## src/rtl/fdiv_sqrt_sequencer.sv

```systemverilog
// fdiv_sqrt_sequencer
// Queues FPU divide/sqrt requests, issues them one at a time to an iterative
// div/sqrt unit, and holds each result for writeback together with its tag.
//
// Ports
//   clock, nReset            clock and synchronous active-low reset
//   flush                    drop queued requests, squash the in-flight op
//   req_*                    request side (valid/ready, op, operands, rm, tag)
//   div_inReady/div_inValid  issue handshake toward the divider
//   div_sqrtOp/a/b/rm        operands of the FIFO head
//   div_outValid/...         one-cycle completion pulse and result
//   resp_*                   writeback side (valid/ready, result, flags, op, tag)
//
// FSM states
//   state  | meaning
//   S_IDLE | nothing in flight; may issue the FIFO head
//   S_BUSY | one op in flight; waiting for div_outValid
module fdiv_sqrt_sequencer #(
  parameter int expWidth = 8,
  parameter int sigWidth = 24,
  parameter int DEPTH    = 2,
  parameter int TAGW     = 5,
  localparam int FLEN    = expWidth + sigWidth
) (
  input  logic            clock,
  input  logic            nReset,
  input  logic            flush,
  input  logic            req_valid,
  output logic            req_ready,
  input  logic            req_sqrt,
  input  logic [FLEN-1:0] req_a,
  input  logic [FLEN-1:0] req_b,
  input  logic [2:0]      req_rm,
  input  logic [TAGW-1:0] req_tag,
  input  logic            div_inReady,
  output logic            div_inValid,
  output logic            div_sqrtOp,
  output logic [FLEN-1:0] div_a,
  output logic [FLEN-1:0] div_b,
  output logic [2:0]      div_rm,
  input  logic            div_outValid,
  input  logic            div_sqrtOpOut,
  input  logic [FLEN-1:0] div_out,
  input  logic [4:0]      div_flags,
  output logic            resp_valid,
  input  logic            resp_ready,
  output logic [FLEN-1:0] resp_out,
  output logic [4:0]      resp_flags,
  output logic            resp_sqrt,
  output logic [TAGW-1:0] resp_tag
);

  localparam int AW = $clog2(DEPTH);
  localparam logic [AW:0] PTR_ONE = {{AW{1'b0}}, 1'b1};

  typedef struct packed {
    logic            sqrt;
    logic [FLEN-1:0] a;
    logic [FLEN-1:0] b;
    logic [2:0]      rm;
    logic [TAGW-1:0] tag;
  } req_t;

  typedef enum logic [0:0] {S_IDLE = 1'b0, S_BUSY = 1'b1} state_t;

  req_t            mem_q [DEPTH];
  req_t            head;
  logic [AW:0]     wr_ptr_q, wr_ptr_d, rd_ptr_q, rd_ptr_d;
  logic            full, empty, push, issue;
  state_t          state_q;
  logic            squash_q;
  logic [TAGW-1:0] inflight_tag_q;
  logic            resp_valid_q;
  logic [FLEN-1:0] resp_out_q;
  logic [4:0]      resp_flags_q;
  logic            resp_sqrt_q;
  logic [TAGW-1:0] resp_tag_q;

  // Extra pointer bit separates full from empty when the index bits match.
  assign full  = (wr_ptr_q[AW] != rd_ptr_q[AW]) && (wr_ptr_q[AW-1:0] == rd_ptr_q[AW-1:0]);
  assign empty = (wr_ptr_q == rd_ptr_q);
  assign head  = mem_q[rd_ptr_q[AW-1:0]];

  // Gated by nReset so nothing is offered or issued during the reset cycle.
  assign req_ready   = nReset && !full;
  // Issue only when the result register will be free for the completion.
  assign div_inValid = nReset && (state_q == S_IDLE) && !empty && !flush &&
                       (!resp_valid_q || resp_ready);

  assign push  = req_valid && req_ready && !flush;
  assign issue = div_inValid && div_inReady;

  assign div_sqrtOp = head.sqrt;
  assign div_a      = head.a;
  assign div_b      = head.b;
  assign div_rm     = head.rm;

  assign resp_valid = resp_valid_q;
  assign resp_out   = resp_out_q;
  assign resp_flags = resp_flags_q;
  assign resp_sqrt  = resp_sqrt_q;
  assign resp_tag   = resp_tag_q;

  always_comb begin
    wr_ptr_d = wr_ptr_q;
    rd_ptr_d = rd_ptr_q;
    if (flush) begin
      wr_ptr_d = '0;
      rd_ptr_d = '0;
    end else begin
      if (push)  wr_ptr_d = wr_ptr_q + PTR_ONE;
      if (issue) rd_ptr_d = rd_ptr_q + PTR_ONE;
    end
  end

  always_ff @(posedge clock) begin
    if (!nReset) begin
      wr_ptr_q <= '0;
      rd_ptr_q <= '0;
      for (int i = 0; i < DEPTH; i++) mem_q[i] <= '0;
    end else begin
      wr_ptr_q <= wr_ptr_d;
      rd_ptr_q <= rd_ptr_d;
      if (push) mem_q[wr_ptr_q[AW-1:0]] <= '{req_sqrt, req_a, req_b, req_rm, req_tag};
    end
  end

  always_ff @(posedge clock) begin
    if (!nReset) begin
      state_q        <= S_IDLE;
      squash_q       <= 1'b0;
      inflight_tag_q <= '0;
      resp_valid_q   <= 1'b0;
      resp_out_q     <= '0;
      resp_flags_q   <= '0;
      resp_sqrt_q    <= 1'b0;
      resp_tag_q     <= '0;
    end else begin
      if (flush || (resp_valid_q && resp_ready)) resp_valid_q <= 1'b0;
      case (state_q)
        S_IDLE: begin
          if (issue) begin
            state_q        <= S_BUSY;
            inflight_tag_q <= head.tag;
          end
        end
        S_BUSY: begin
          if (div_outValid) begin
            state_q  <= S_IDLE;
            squash_q <= 1'b0;
            // A flush in the completion cycle squashes this result too.
            if (!squash_q && !flush) begin
              resp_valid_q <= 1'b1;
              resp_out_q   <= div_out;
              resp_flags_q <= div_flags;
              resp_sqrt_q  <= div_sqrtOpOut;
              resp_tag_q   <= inflight_tag_q;
            end
          end else if (flush) begin
            squash_q <= 1'b1;
          end
        end
        default: state_q <= S_IDLE;
      endcase
    end
  end

endmodule

```

## config.mk

```make
export PLATFORM = sky130hd
export DESIGN_NAME = fdiv_sqrt_sequencer
export DESIGN_NICKNAME = d
export VERILOG_FILES = /design/src/rtl/fdiv_sqrt_sequencer.sv
export SDC_FILE = /design/constraint.sdc
export NUM_CORES = 1
export LEC_CHECK = 0
export ABC_AREA = 1
export CAP_MARGIN = 10
export CORE_ASPECT_RATIO = 1.1
export CORE_UTILIZATION = 45
export DETAILED_ROUTE_END_ITERATION = 16
export PLACE_DENSITY_LB_ADDON = 0.15
export SLEW_MARGIN = 20
export SYNTH_ARGS = -nofsm -noshare
export SYNTH_HDL_FRONTEND = slang
export SYNTH_SLANG_ARGS = --single-unit
```

## constraint.sdc

```tcl
create_clock -name clock -period 4.3 [get_ports clock]
set_input_delay 0.43 -clock clock [delete_from_list [all_inputs] [get_ports clock]]
set_output_delay 0.43 -clock clock [all_outputs]
set_load 0.02 [all_outputs]
```

# Word level (Yosys, flattened, before mapping)
# Memories as Yosys holds them, arrays and structs flattened. A register that Yosys moved wholly into a read port is not among the register bits.
# Index checks and enable logic that the tools add are counted.
# word_totals
n_memories,1
word_cells,60
out_inout_bits,114
latchBits,0
romBits,0
ram_bits,146
register_bits,55
inputBits,118
# classes
reduce_logical,24
n_bitwise,2
mux,18
shifts,0
n_div,0
add_sub_neg,2
eq_ne,3
n_mul,0
magnitude_cmp,0
# mem_list
memory,words,word_bits,read_ports,rd_ports_with_merged_regs,write_ports,line,source
mem_q,2,73,1,1,2,66,req_t mem_q [DEPTH];
# op_table
operator,n
two-way mux 73 bit,1
OR reduction 73 bit,1
two-way mux 1 bit,16
logical AND 1 bit,11
zero test 1 bit,5
"adder 2 x 1 -> 2 bit, second input constant",2
AND reduction 2 bit,2
AND reduction 3 bit,1
== test 2 bit,1
logical OR 1 bit,2
NOT 1 bit,2
one-hot mux 1 bit (2 select lines),1
nonzero test 2 bit,1
OR reduction 2 bit,1
== test 1 bit,1
inequality test 1 bit,1

# Logic depth before layout (Yosys ltp)
# logic_depth
depth_word,11
ltp_mapped,9

# Worst setup path after synthesis
# No wires, ideal clock.
# synth_timing
path_kind,input to register
startpoint,input port nReset
endpoint,memory mem_q[0][0] (netlist name) (enable)
n_path_buf,3
setup_ns,0.433
path_stages,7
required_ns,3.867
t_arrival_ns,2.840
slack_ns,1.027
cell_sequence,buf_2 > nand2_1 > nor2_2 > nand3_2 > buf_6 > buf_2 > nand2_1
# synth_lines
item,line,source
"start, declared",26,"input logic nReset,"
"end, declared",66,

==> results.toml <==
[finish]
num_antenna_cells = 0
final.fill_count = 1640
final_cell_area_um2 = 11400
fin_nets = 1080
final_core_util_pct = 59.9
drive_gt1_share_pct = 12.7
syn_to_final_growth_pct = 30.3

[critical_path]
r2r_end = "mem_q[0][27]"
timing.rr.start = "wr_ptr_q[0]"
cp-end-kind = "output pin"
crit_end = "div_b[30]"
rrSetupSlack_ns = 2.20
ff2ff_path_depth = 7
crit_path_start_kind = "register"
crit_fanout = 73
critical_path_class = "register to output pin"
critPathArrivalTime_ns = 2.52
cp.required_ns = 3.87

[timing]
hold_violations = 0
whs_ns = 0.466
skew_ns = 0.0143
drv_slew = 0
period_share_pct = 68.6
rsz0062_at_grt = "false"
setup_viol = 0
min_period_ns = 2.95
fin_tns_setup_ns = 0
slew_headroom_pct = 32.4
worst_pin_slew_ns = 1.01
max_freq_mhz = 339

[die]
num_io_pins = 232
die_h_um = 149
rows = 53
die_area_um2 = 20100
chipWidth_um = 135
initial_utilization_pct = 46.0
core_um2 = 19100

[cts]
clkLatencyLatePin_ns = 0.49
cts_root_buf = "clkbuf_16"
holdBufCountCts = 0
cts_buffer_depth = 3
cts_tree = "yes"
cts_setup_buffers = 0
path_clk_slew_ns = 0.06
cts_buffers = 21
cts_resized = 0
cts.sinks = 202
h-tree-depth = 1

[grt]
antenna_found_initial = 0
grt_pass1_vias = 5825
grt_max_degree = 75
grtUsageTotal_pct = 17.8
overflow = 0
grt_pass1_wl_mm = 28.2

[hold_path]
hold_class = "register to register"

[place]
place.gp.congestion = 0.730
dpl-instance-area_um2 = 10800
dp_hpwl_mm = 11.1
io_buffers = 231

[drt]
drtPass1Iterations = 5
via_count = 5665
drcViolationCount = 0
avgViaCountPerCell = 4.63
wl_per_cell_um = 14.5
drtIter0Drc = 214
wl_mm = 17.8
drtAntennaViolNets = 0

[power_and_ir_drop]
pwr_density_cell_nw_per_um2 = 378
power_frac_comb_pct = 9.4
sequentialPowerShare_pct = 50.2
leakage_nw = 4.59
p_int_mw = 3.42
switching_power_mw = 0.911
vdd_ir_drop_max_mv = 0.308
finalPower_mw = 4.33
p_sw_share_pct = 21.1
clkPwrFrac_pct = 40.4

[synthesis]
avgSynthCellArea_um2 = 10.9
synth_area_leaders = "edfxtp_1, dfxtp_1, nor2_1, mux2_2, buf_4"
synth_top_area_share_pct = 49.9
synthTopCellsByCount = "nor2_1, edfxtp_1, inv_1, mux2_2, buf_4"
yosys_most_used_dff = "edfxtp_1"
yosysUniqueCellTypes = 21
synth_edf_count = 146
yosys_warnings = 0
syn_inst = 808
seq_area_frac_synth_pct = 62.7
synth_most_common_cell = "nor2_1"
postSynth.asyncResetShare_pct = 0
synth_seq_cells = 202
yosys.area.top_type = "edfxtp_1"
synthesis.area_um2 = 8780
syn_nets = 926

[flow_run]
cap_violations = 0

[status]
status = "finished clean"
## critical path, cell delays in order (launching register included)
cell	delay, ns
dfxtp_4	1.02
mux2_2	0.44
clkdlybuf4s50_1	0.54
## cell families (layout without fill, tap and decap cells)
| kind of cell | after synthesis | in the layout | synth area share [%] |
|---|---|---|---|
| xor+xnor | 2 | 2 | 0.199 |
| simple gates | 276 | 276 | 12.3 |
| mux | 73 | 73 | 9.36 |
| flops | 202 | 202 | 62.7 |
| compound gates | 56 | 56 | 3.19 |
| buf+inv | 199 | 368 | 12.3 |
## through the flow
stage	setup slack [ns]	std cells
2_1_floorplan	1.03	808
3_3_place_gp	1.21	1186
3_5_place_dp	1.18	1186
4_1_cts	1.28	1224
5_1_grt	1.21	1224
6_report	1.35	1224
## worst min path at each step
stage                       from  depth (start not counted)  slack (ns)     endpoint
2_1_floorplan  inflight_tag_q[0]                          2        0.43  resp_tag[0]
3_3_place_gp   inflight_tag_q[2]                          2        0.45  resp_tag[2]
3_5_place_dp   inflight_tag_q[2]                          2        0.45  resp_tag[2]
4_1_cts        inflight_tag_q[2]                          2        0.47  resp_tag[2]
5_1_grt        inflight_tag_q[2]                          2        0.49  resp_tag[2]
6_report       inflight_tag_q[2]                          2        0.47  resp_tag[2]
## per-layer routing
metal,routed length (um),up-vias,GRT usage (%)
li1,-,2837,-
met1,7050,2610,19.8
met2,8960,196,32.6
met3,1540,22,5.69
met4,245,0,4.16
met5,0,-,0
## sequential cells by signal, summed over array words and instances, names as in the netlist, named ones only
signal and flops:
resp_valid 1, resp_tag 5, inflight_tag_q 5, mem_q 146, state_q 1, resp_flags 5, wr_ptr_q 2, resp_out 32
squash_q 1, rd_ptr_q 2, resp_sqrt 1
## power groups by stage
stage / registers (mW) / clock network (mW) / logic, mW
global route: 2.18 / 1.86 / 0.436
finish: 2.17 / 1.75 / 0.405
CTS: 2.17 / 1.80 / 0.412
global placement: 2.21 / 0 / 0.410
detailed placement: 2.21 / 0 / 0.409
floorplan: 2.21 / 0 / 0.233
## cells in the final DEF, fill, tap and decap left out, types with 2 or more instances in the layout
cell type,count
xor2_1,2
bufinv_16,2
nand2_1,28
edfxtp_1,146
o21ai_0,44
clkinv_2,3
buf_4,5
a21oi_1,11
nor2_2,10
clkdlybuf4s50_1,231
nor2_1,229
dfxtp_1,55
inv_1,92
mux2_2,73
nand2_4,2
clkbuf_16,21
nand3_1,3
buf_12,2
clkbuf_1,8
## layout make-up
type	instances	area, um^2	share of cell area [%]
flip-flops and latches	202	5510	48.1
repair buffers	238	2390	20.9
multi-input cells	407	2220	19.4
clock buffers	30	569	4.98
inverters	92	345	3.02
well taps	247	309	2.70
clock inverters	8	95.1	0.831
No activity file was read; power rests on OpenSTA's default activity.
